**config.mk**
```make
export PLATFORM = sky130hd
export DESIGN_NAME = uart_tx_param
export DESIGN_NICKNAME = d
export VERILOG_FILES = /design/src/rtl/uart_pkg.sv /design/src/rtl/uart_tx_fifo.sv /design/src/rtl/uart_tx_param.sv
export SDC_FILE = /design/constraint.sdc
export NUM_CORES = 1
export LEC_CHECK = 0
export BUFFER_PORTS_ARGS = -buffer_cell sky130_fd_sc_hd__buf_4
export CORE_MARGIN = 2
export CORE_UTILIZATION = 50
export DETAILED_ROUTE_END_ITERATION = 16
export PLACE_DENSITY = 0.79
export RECOVER_POWER = 100
export SETUP_SLACK_MARGIN = 0.05
export SLEW_MARGIN = 20
export SYNTH_ARGS = -nofsm -noshare
export SYNTH_HDL_FRONTEND = slang
export SYNTH_SLANG_ARGS = --single-unit
```
**constraint.sdc**
```tcl
create_clock -name clk -period 3 [get_ports clk]
set_input_delay 0 -clock clk [delete_from_list [all_inputs] [get_ports clk]]
set_output_delay 0 -clock clk [all_outputs]
set_load 0.02 [all_outputs]
```
**src/rtl/uart_pkg.sv**
```systemverilog
// Shared definitions for the parametrised UART pair: parity modes,
// frame state encoding and a constant-evaluable clog2 helper.
package uart_pkg;

    localparam int PAR_NONE = 0;
    localparam int PAR_EVEN = 1;
    localparam int PAR_ODD  = 2;

    typedef enum logic [2:0] {
        ST_IDLE   = 3'd0,
        ST_START  = 3'd1,
        ST_DATA   = 3'd2,
        ST_PARITY = 3'd3,
        ST_STOP   = 3'd4
    } uart_state_e;

    // Ceiling log2, usable in parameter and port width expressions.
    function automatic int clog2(input int value);
        int result;
        result = 0;
        while ((1 << result) < value) begin
            result = result + 1;
        end
        return result;
    endfunction

endpackage

```
**src/rtl/uart_tx_fifo.sv**
```systemverilog
// Small synchronous FIFO feeding the transmitter. The head word is always
// visible on pop_data so the consumer can load it on the same edge it pops.
module uart_tx_fifo import uart_pkg::*; #(
    parameter int WIDTH = 8,
    parameter int DEPTH = 4
) (
    input  logic                    clk,
    input  logic                    rst_n,
    input  logic                    push,
    input  logic [WIDTH-1:0]        push_data,
    input  logic                    pop,
    output logic [WIDTH-1:0]        pop_data,
    output logic                    full,
    output logic                    empty,
    output logic [clog2(DEPTH):0]   count
);

    localparam int PTR_W = clog2(DEPTH);

    logic [WIDTH-1:0] mem [DEPTH];
    logic [PTR_W-1:0] wr_ptr_reg;
    logic [PTR_W-1:0] rd_ptr_reg;
    logic [PTR_W:0]   count_reg;
    logic             push_ok;
    logic             pop_ok;

    assign full     = (count_reg == (PTR_W+1)'(DEPTH));
    assign empty    = (count_reg == '0);
    assign push_ok  = push && !full;
    assign pop_ok   = pop && !empty;
    assign pop_data = mem[rd_ptr_reg];
    assign count    = count_reg;

    // Storage write; stale entries are unreachable once the pointers reset.
    always_ff @(posedge clk) begin
        if (push_ok) begin
            mem[wr_ptr_reg] <= push_data;
        end
    end

    // Pointers wrap naturally because DEPTH is a power of two.
    always_ff @(posedge clk or negedge rst_n) begin
        if (!rst_n) begin
            wr_ptr_reg <= '0;
            rd_ptr_reg <= '0;
            count_reg  <= '0;
        end else begin
            if (push_ok) begin
                wr_ptr_reg <= wr_ptr_reg + PTR_W'(1);
            end
            if (pop_ok) begin
                rd_ptr_reg <= rd_ptr_reg + PTR_W'(1);
            end
            case ({push_ok, pop_ok})
                2'b10:   count_reg <= count_reg + (PTR_W+1)'(1);
                2'b01:   count_reg <= count_reg - (PTR_W+1)'(1);
                default: count_reg <= count_reg;
            endcase
        end
    end

endmodule

```
**src/rtl/uart_tx_param.sv**
```systemverilog
// Parametrised UART transmitter: FIFO-buffered words are framed as
// start, DATA_BITS data (LSB first), optional parity and STOP_BITS stop bits.
module uart_tx_param import uart_pkg::*; #(
    parameter int CLOCK_HZ   = 10_000_000,
    parameter int BAUD_RATE  = 9600,
    parameter int DATA_BITS  = 8,
    parameter int PARITY     = 0,
    parameter int STOP_BITS  = 1,
    parameter int FIFO_DEPTH = 4
) (
    input  logic                        clk,
    input  logic                        rst_n,
    input  logic [DATA_BITS-1:0]        data_in,
    input  logic                        data_valid,
    output logic                        data_ready_o,
    output logic [clog2(FIFO_DEPTH):0]  fifo_count_o,
    output logic                        busy_o,
    output logic                        bits
);

    localparam int CLKS_PER_BIT = CLOCK_HZ / BAUD_RATE;
    localparam int BAUD_W       = clog2(CLKS_PER_BIT);
    localparam int IDX_W        = clog2(DATA_BITS);

    uart_state_e          state_reg, state_next;
    logic [BAUD_W-1:0]    baud_reg, baud_next;
    logic [IDX_W-1:0]     idx_reg, idx_next;
    logic                 stop_reg, stop_next;
    logic [DATA_BITS-1:0] shift_reg, shift_next;
    logic                 parity_reg, parity_next;
    logic                 bits_reg, bits_next;

    logic                 pop;
    logic                 fifo_full;
    logic                 fifo_empty;
    logic [DATA_BITS-1:0] fifo_head;
    logic                 head_parity;
    logic                 baud_last;
    logic                 idx_last;
    logic                 stop_last;

    uart_tx_fifo #(
        .WIDTH (DATA_BITS),
        .DEPTH (FIFO_DEPTH)
    ) u_fifo (
        .clk       (clk),
        .rst_n     (rst_n),
        .push      (data_valid),
        .push_data (data_in),
        .pop       (pop),
        .pop_data  (fifo_head),
        .full      (fifo_full),
        .empty     (fifo_empty),
        .count     (fifo_count_o)
    );

    assign data_ready_o = !fifo_full;
    assign busy_o       = (state_reg != ST_IDLE);
    assign bits         = bits_reg;

    // Parity is fixed when the word is loaded, so it is ready long before use.
    assign head_parity = (^fifo_head) ^ (PARITY == PAR_ODD);

    assign baud_last = (baud_reg == BAUD_W'(CLKS_PER_BIT - 1));
    assign idx_last  = (idx_reg == IDX_W'(DATA_BITS - 1));
    assign stop_last = (stop_reg == 1'(STOP_BITS - 1));

    // Frame sequencing; the line level is derived from the state being entered
    // so the registered output changes on the same edge as the state.
    always_comb begin
        state_next  = state_reg;
        baud_next   = baud_reg + BAUD_W'(1);
        idx_next    = idx_reg;
        stop_next   = stop_reg;
        shift_next  = shift_reg;
        parity_next = parity_reg;
        pop         = 1'b0;
        bits_next   = 1'b1;

        case (state_reg)
            ST_IDLE: begin
                baud_next = '0;
                if (!fifo_empty) begin
                    pop        = 1'b1;
                    state_next = ST_START;
                end
            end
            ST_START: begin
                if (baud_last) begin
                    state_next = ST_DATA;
                    baud_next  = '0;
                    idx_next   = '0;
                end
            end
            ST_DATA: begin
                if (baud_last) begin
                    baud_next  = '0;
                    shift_next = shift_reg >> 1;
                    if (idx_last) begin
                        state_next = (PARITY != PAR_NONE) ? ST_PARITY : ST_STOP;
                        stop_next  = 1'b0;
                    end else begin
                        idx_next = idx_reg + IDX_W'(1);
                    end
                end
            end
            ST_PARITY: begin
                if (baud_last) begin
                    state_next = ST_STOP;
                    baud_next  = '0;
                    stop_next  = 1'b0;
                end
            end
            ST_STOP: begin
                if (baud_last) begin
                    baud_next = '0;
                    if (stop_last) begin
                        if (!fifo_empty) begin
                            pop        = 1'b1;
                            state_next = ST_START;
                        end else begin
                            state_next = ST_IDLE;
                        end
                    end else begin
                        stop_next = stop_reg + 1'b1;
                    end
                end
            end
            default: begin
                state_next = ST_IDLE;
                baud_next  = '0;
            end
        endcase

        if (pop) begin
            shift_next  = fifo_head;
            parity_next = head_parity;
        end

        case (state_next)
            ST_START:  bits_next = 1'b0;
            ST_DATA:   bits_next = shift_next[0];
            ST_PARITY: bits_next = parity_next;
            default:   bits_next = 1'b1;
        endcase
    end

    // State, counters, shift register and line output; reset abandons any frame.
    always_ff @(posedge clk or negedge rst_n) begin
        if (!rst_n) begin
            state_reg  <= ST_IDLE;
            baud_reg   <= '0;
            idx_reg    <= '0;
            stop_reg   <= 1'b0;
            shift_reg  <= '0;
            parity_reg <= 1'b0;
            bits_reg   <= 1'b1;
        end else begin
            state_reg  <= state_next;
            baud_reg   <= baud_next;
            idx_reg    <= idx_next;
            stop_reg   <= stop_next;
            shift_reg  <= shift_next;
            parity_reg <= parity_next;
            bits_reg   <= bits_next;
        end
    end

endmodule

```
==> results.sh, run 1 <==
export IMPL_status="finished, violations left"
export IMPL_failed_checks="max-capacitance violations, max-slew violations"
export IMPL_critPathArrivalTime_ns=3.02
export IMPL_slew_headroom_pct=-23.6
export IMPL_clkSlewWorstSetupHoldPaths_ns=0.08
export IMPL_drt_met1_wl_microns=2280
export IMPL_final_cell_mix="dfrtp_1 (33), edfxtp_1 (32), clkbuf_1 (17)"
export IMPL_fin_skew_ns=0.0131
export IMPL_critPathMaxFanout=4
export IMPL_synth_area_per_cell_sq_um=13.8
export IMPL_first_pass_iters=4
export IMPL_dieHeight_microns=81.0
export IMPL_synth_cell_types=42
export IMPL_route_met2_wl_microns=2460
export IMPL_largest_register_ff_count=32
export IMPL_dieWidth_microns=81.0
export IMPL_wl_met3_microns=194
export IMPL_clockPowerShare_pct=24.3
export IMPL_setup_viol=0
export IMPL_instances_no_fill=327
export IMPL_min_path_type="input pin to flip-flop"
export IMPL_h_tree_depth=3
export IMPL_drt_iter0_drc=135
export IMPL_internal_power_uw=2060
export IMPL_vias=1737
export IMPL_ir_drop_v=0.000612
export IMPL_tightest_slew_ns=1.85
export IMPL_hpwl_microns=3250
export IMPL_cts_setup_buffers=0
export IMPL_mostFrequentLayoutCell="dfrtp_1"
export IMPL_syn_to_final_growth_pct=14.1
export IMPL_grt_pass1_vias=1745
export IMPL_power_frac_comb_pct=31.0
export IMPL_cts_buffer_depth=2
export IMPL_antenna_found_initial=0
export IMPL_switching_share_pct=33.9
export IMPL_timing_final_crit_share_pct=92.0
export IMPL_grt_ovfl_total=0
export IMPL_remaining_drc_errors=0
export IMPL_drive_gt1_share_pct=13.9
export IMPL_tns_ns=0
export IMPL_slew_violations=35
export IMPL_synth_seq_cells=66
export IMPL_cts_root_buf="clkbuf_8"
export IMPL_routedWlPerCell_microns=15.3
export IMPL_grt_max_degree=35
export IMPL_dpl_cell_count=302
export IMPL_critPathKind="flip-flop to flip-flop"
export IMPL_row_count=28
export IMPL_gp_congestion=0.706
export IMPL_clkLatencyLatePin_ns=0.35
export IMPL_maxUsedRoutingLayer="met4"
export IMPL_p_leak_uw=0.00135
export IMPL_final_antenna_net_count=0
export IMPL_die_area_sq_um=6560
export IMPL_cts_resized=0
export IMPL_antenna_cells=0
export IMPL_fmax_mhz=362
export IMPL_cts_sinks=66
export IMPL_synth_seq_area_share_pct=61.2
export IMPL_hold_violations=0
export IMPL_cts_tree="done"
export IMPL_hold_buffers=9
export IMPL_port_buffer_count=16
export IMPL_drt_wl_total_microns=5000
export IMPL_syn_area_sq_um=2960
export IMPL_cts_made_buffers=9
export IMPL_gr_usage_all_layers_pct=17.8
export IMPL_fin_nets=268
export IMPL_post_drt_via_cell_ratio=5.31
export IMPL_power_switching_uw=1060
export IMPL_cp_start_kind="flip-flop"
export IMPL_rsz0062_at_grt="false"
export IMPL_pwr_density_cell_nw_per_um2=921
export IMPL_synth_fp_nets=236
export IMPL_drv_cap=1
export IMPL_grt_pass1_wl_microns=8510
export IMPL_cp_end_kind="flip-flop"
export IMPL_synthCells=215
export IMPL_period_minus_slack_ns=2.76
export IMPL_required_ns=3.26
export IMPL_io_pins=17
export IMPL_start_util_pct=50.9
export IMPL_coreArea_sq_um=5820
export IMPL_p_seq_share_pct=44.7
export IMPL_synth_warning_count=0
==> metal layers <==
| layer | vias to the layer above | global-route usage, % |
|---|---|---|
| li1 | 837 | - |
| met1 | 864 | 23.5 |
| met2 | 29 | 27.4 |
| met3 | 7 | 6.11 |
| met4 | 0 | 7.12 |
| met5 | - | 0 |
==> worst max-delay path: stages (launching register included) <==
cell and delay, ns:
dfrtp_1 0.42, or4b_1 0.61, or3_1 0.47, a21oi_4 0.15, ha_1 0.19, inv_1 0.06, fa_1 0.37, xor2_1 0.15
nor2_1 0.10, xor2_1 0.15
==> power groups by stage <==
stage / Sequential [uW] / Clock (uW) / Combinational [uW]
final: 1390 / 756 / 966
after global routing: 1440 / 808 / 1070
after CTS: 1390 / 764 / 1040
after detailed placement: 1410 / 0 / 1020
after global placement: 1410 / 0 / 982
after floorplan: 1350 / 0 / 825
==> final timing paths <==
check	end	start	slack [ns]	cells after the start
hold / removal	u_fifo.wr_ptr_reg[0]	data_valid	0.14	3
min in group asynchronous	shift_reg[1]	rst_n	0.70	2
setup reg to reg	u_fifo.count[2]	baud_reg[7]	0.24	9
max in group asynchronous	u_fifo.count[1]	rst_n	1.23	2
hold reg to reg	shift_reg[2]	shift_reg[2]	0.48	1
setup / recovery	u_fifo.count[2]	baud_reg[7]	0.24	9
==> stage by stage <==
stage	hold slack (ns)	cell area, sq um	utilization [%]	power [uW]	worst slack [ns]
floorplan	-0.296	2970	-	2170	0.0626
global placement	-0.0217	3160	54.4	2390	0.318
detailed placement	-0.0196	3160	54.4	2430	0.250
CTS	0.0626	3450	59.4	3190	0.225
global route	0.142	3380	58.1	3320	0.110
finish	0.138	3380	58.1	3110	0.241
==> final cells by class <==
type	count	area [sq um]
clock buffer	9	124
multi-input combinational	130	1060
clock inverter	7	76.3
fill	493	2440
timing repair buffer	28	169
sequential	66	1810
tap	75	93.8
inverter	12	45.0
==> logic make-up (layout without fill, tap and decap cells) <==
logic type	Yosys count	count (layout)	share of synthesized area, %
AO/OA/AOI/OAI	27	27	6.88
XOR/XNOR	22	22	6.50
adder cells (fa/ha/maj)	10	10	4.48
buffers and inverters	19	56	3.04
flip-flops	66	66	61.2
multiplexers	12	12	7.47
AND/OR/NAND/NOR	59	59	10.4
==> cell usage after synthesis (all sizes together) <==
master,instances,share of area [%]
dfrtp,33,28
edfxtp,32,32
nor2,17,2.3
nand2,15,1.9
xnor2,15,4.4
inv,12,1.5
ha,9,3.8
mux4,8,6.1
o21ai,7,1.2
xor2,7,2.1
and3,6,1.3
buf,5,1.3
nand3,5,0.84
a21o,4,1.0
a21oi,4,1.3
a22o,4,1.2
mux2i,3,1.0
nand2b,3,0.63
o31ai,3,0.76
and2,2,0.42
clkbuf,2,0.25
or3,2,0.42
or3b,2,0.59
or4b,2,0.80
a21boi,1,0.25
a22oi,1,0.25
a31o,1,0.30
a32o,1,0.34
and4,1,0.30
dfstp,1,0.89
fa,1,0.68
mux2,1,0.38
nor3,1,0.17
nor4,1,0.21
nor4b,1,0.30
o41ai,1,0.30
or4,1,0.25
(Power assumes the default switching activity.)
==> inputs of run 2 (changes only) <==
Settings changed: CORE_UTILIZATION 50 to 51, PLACE_DENSITY 0.79 to 0.8.
==> run 2 against run 1 <==
Sequential power is essentially flat. Non-clock buffer count is the same. Worst setup slack lost 0.018 ns. Fmax shrank 0.65%. Critical path type unchanged. Routed wire length shrank 1.8%. Combinational power shrank 1%. Global-route usage grew 0.48 points. Largest cell class unchanged. The run still ends with max-capacitance violations, max-slew violations left. Final cell count shrank 0.92%. Utilization grew 2.7 points. Total power grew 1.8%. Flip-flop and latch count is the same. Clock power grew 8.5%.
==> results.sh, run 2 (synthesized netlist as in run 1, its figures left out) <==
export IMPL_final_cell_mix="dfrtp_1 (33), edfxtp_1 (32), clkbuf_1 (17)"
export IMPL_pwr_density_cell_nw_per_um2=935
export IMPL_cts_resized=0
export IMPL_max_stage_delay_ns=0.62
export IMPL_cts_root_buf="clkbuf_8"
export IMPL_mostFrequentLayoutCell="dfrtp_1"
export IMPL_h_tree_depth=3
export IMPL_grt_pass1_vias=1781
export IMPL_cp_start_kind="flip-flop"
export IMPL_remaining_drc_errors=0
export IMPL_min_path_type="input pin to flip-flop"
export IMPL_port_buffer_count=16
export IMPL_placed_area_sq_um=3160
export IMPL_slowest_stage="or4b_1"
export IMPL_drt_wl_total_microns=4910
export IMPL_clkLatencyLatePin_ns=0.35
export IMPL_start_util_pct=53.2
export IMPL_p_total_uw=3170
export IMPL_first_pass_iters=4
export IMPL_p_leak_uw=0.00136
export IMPL_ir_drop_v=0.000644
export IMPL_gp_congestion=0.731
export IMPL_drive_gt1_share_pct=13.5
export IMPL_status="finished, violations left"
export IMPL_io_pins=17
export IMPL_grt_use_met3_pct=5.06
export IMPL_setup_viol=0
export IMPL_timing_final_crit_share_pct=92.6
export IMPL_grt_max_degree=35
export IMPL_clkSlewWorstSetupHoldPaths_ns=0.07
export IMPL_rsz0062_at_grt="false"
export IMPL_dieHeight_microns=80.2
export IMPL_fin_skew_ns=0.00613
export IMPL_hpwl_microns=3440
export IMPL_cts_tree="done"
export IMPL_use_met1_pct=21.9
export IMPL_gr_usage_all_layers_pct=18.3
export IMPL_period_minus_slack_ns=2.78
export IMPL_fin_nets=268
export IMPL_antenna_cells=0
export IMPL_final_antenna_net_count=0
export IMPL_tightest_slew_ns=1.81
export IMPL_dieWidth_microns=80.2
export IMPL_gr_max_usage_layer="met2"
export IMPL_cts_buffer_depth=2
export IMPL_drt_iter0_drc=66
export IMPL_failed_checks="max-capacitance violations, max-slew violations"
export IMPL_final_area_sq_um=3390
export IMPL_cts_made_buffers=9
export IMPL_post_route_util_pct=60.8
export IMPL_n_fill_cell=430
export IMPL_cts_sinks=66
export IMPL_die_area_sq_um=6440
export IMPL_critPathMaxFanout=4
export IMPL_grt_ovfl_total=0
export IMPL_routedWlPerCell_microns=15.1
export IMPL_critPathKind="flip-flop to flip-flop"
export IMPL_slew_headroom_pct=-20.3
export IMPL_row_count=27
export IMPL_syn_to_final_growth_pct=14.4
export IMPL_coreArea_sq_um=5570
export IMPL_largest_register_ff_count=32
export IMPL_cp_end_kind="flip-flop"
export IMPL_cpMostUsedCell="xor2_1"
export IMPL_required_ns=3.27
export IMPL_hold_violations=0
export IMPL_gr_usage_met2_pct=30.3
export IMPL_post_drt_via_cell_ratio=5.30
export IMPL_vias=1716
export IMPL_antenna_found_initial=0
export IMPL_drv_cap=1
export IMPL_fmax_mhz=360
export IMPL_tns_ns=0
export IMPL_slew_violations=35
export IMPL_grt_pass1_wl_microns=8530
export IMPL_hold_slack_ns=0.117
export IMPL_crit_chain="or4b_1 > or3_1 > a21oi_4 > ha_1 > inv_1 > fa_1 > xor2_1 > nor2_1 > xor2_1"
export IMPL_critPathArrivalTime_ns=3.05
-- run 2: cell types whose count changed in the layout (fill, tap and decap cells not counted) --
cell       before  now
clkinv_2        1    2
bufinv_16       1    2
nor2_2          2    1
inv_6           2    0
nor2_1         15   16
-- run 2: worst max-delay path, delay by kind of cell, from the launching register on --
family                   cells  cell delay [ns]
AND/OR/NAND/NOR              3             1.20
adder cells (fa/ha/maj)      2             0.57
flip-flops                   1             0.41
XOR/XNOR                     2             0.30
AO/OA/AOI/OAI                1             0.16
buffers and inverters        1             0.06
-- run 2: where the power goes --
group	switching (uW)	internal [uW]
Combinational	484	468
Clock	355	466
Sequential	198	1200
-- run 2: layer usage --
metal / wire [microns] / up-vias
met5: 0 / -
met1: 2230 / 852
met4: 101 / 0
met3: 149 / 10
met2: 2430 / 20
li1: - / 834
-- run 2: area by class of cell --
class                           instances  area [sq um]  share of cell area, %
Sequential cell                        66          1810                   53.5
Multi-Input combinational cell        130          1060                   31.1
Timing Repair Buffer                   28           169                   4.98
Clock buffer                            9           124                   3.65
Clock inverter                          7          93.8                   2.77
Tap cell                               72          90.1                   2.66
Inverter                               12          45.0                   1.33
-- run 2: final timing paths --
kind | from | slack (ns) | depth (start not counted) | end
worst max-delay path | baud_reg[7] | 0.22 | 9 | u_fifo.count[2]
worst min-delay path | data_valid | 0.12 | 3 | u_fifo.wr_ptr_reg[0]
worst max register to register | baud_reg[7] | 0.22 | 9 | u_fifo.count[2]
worst min register to register | shift_reg[5] | 0.49 | 1 | shift_reg[5]
max in group asynchronous | rst_n | 1.28 | 2 | u_fifo.count[2]
min in group asynchronous | rst_n | 0.67 | 2 | shift_reg[3]
-- run 2: what timing repair did --
item	CTS	global route
hold buffers	9	0
buffers inserted	0	0
endpoints found under the hold margin	66	0
-- run 2: metrics by stage --
stage | cells | worst slack [ns]
floorplan | 215 | 0.0626
global placement | 299 | 0.318
detailed placement | 299 | 0.252
CTS | 324 | 0.223
global route | 324 | 0.0645
finish | 324 | 0.223
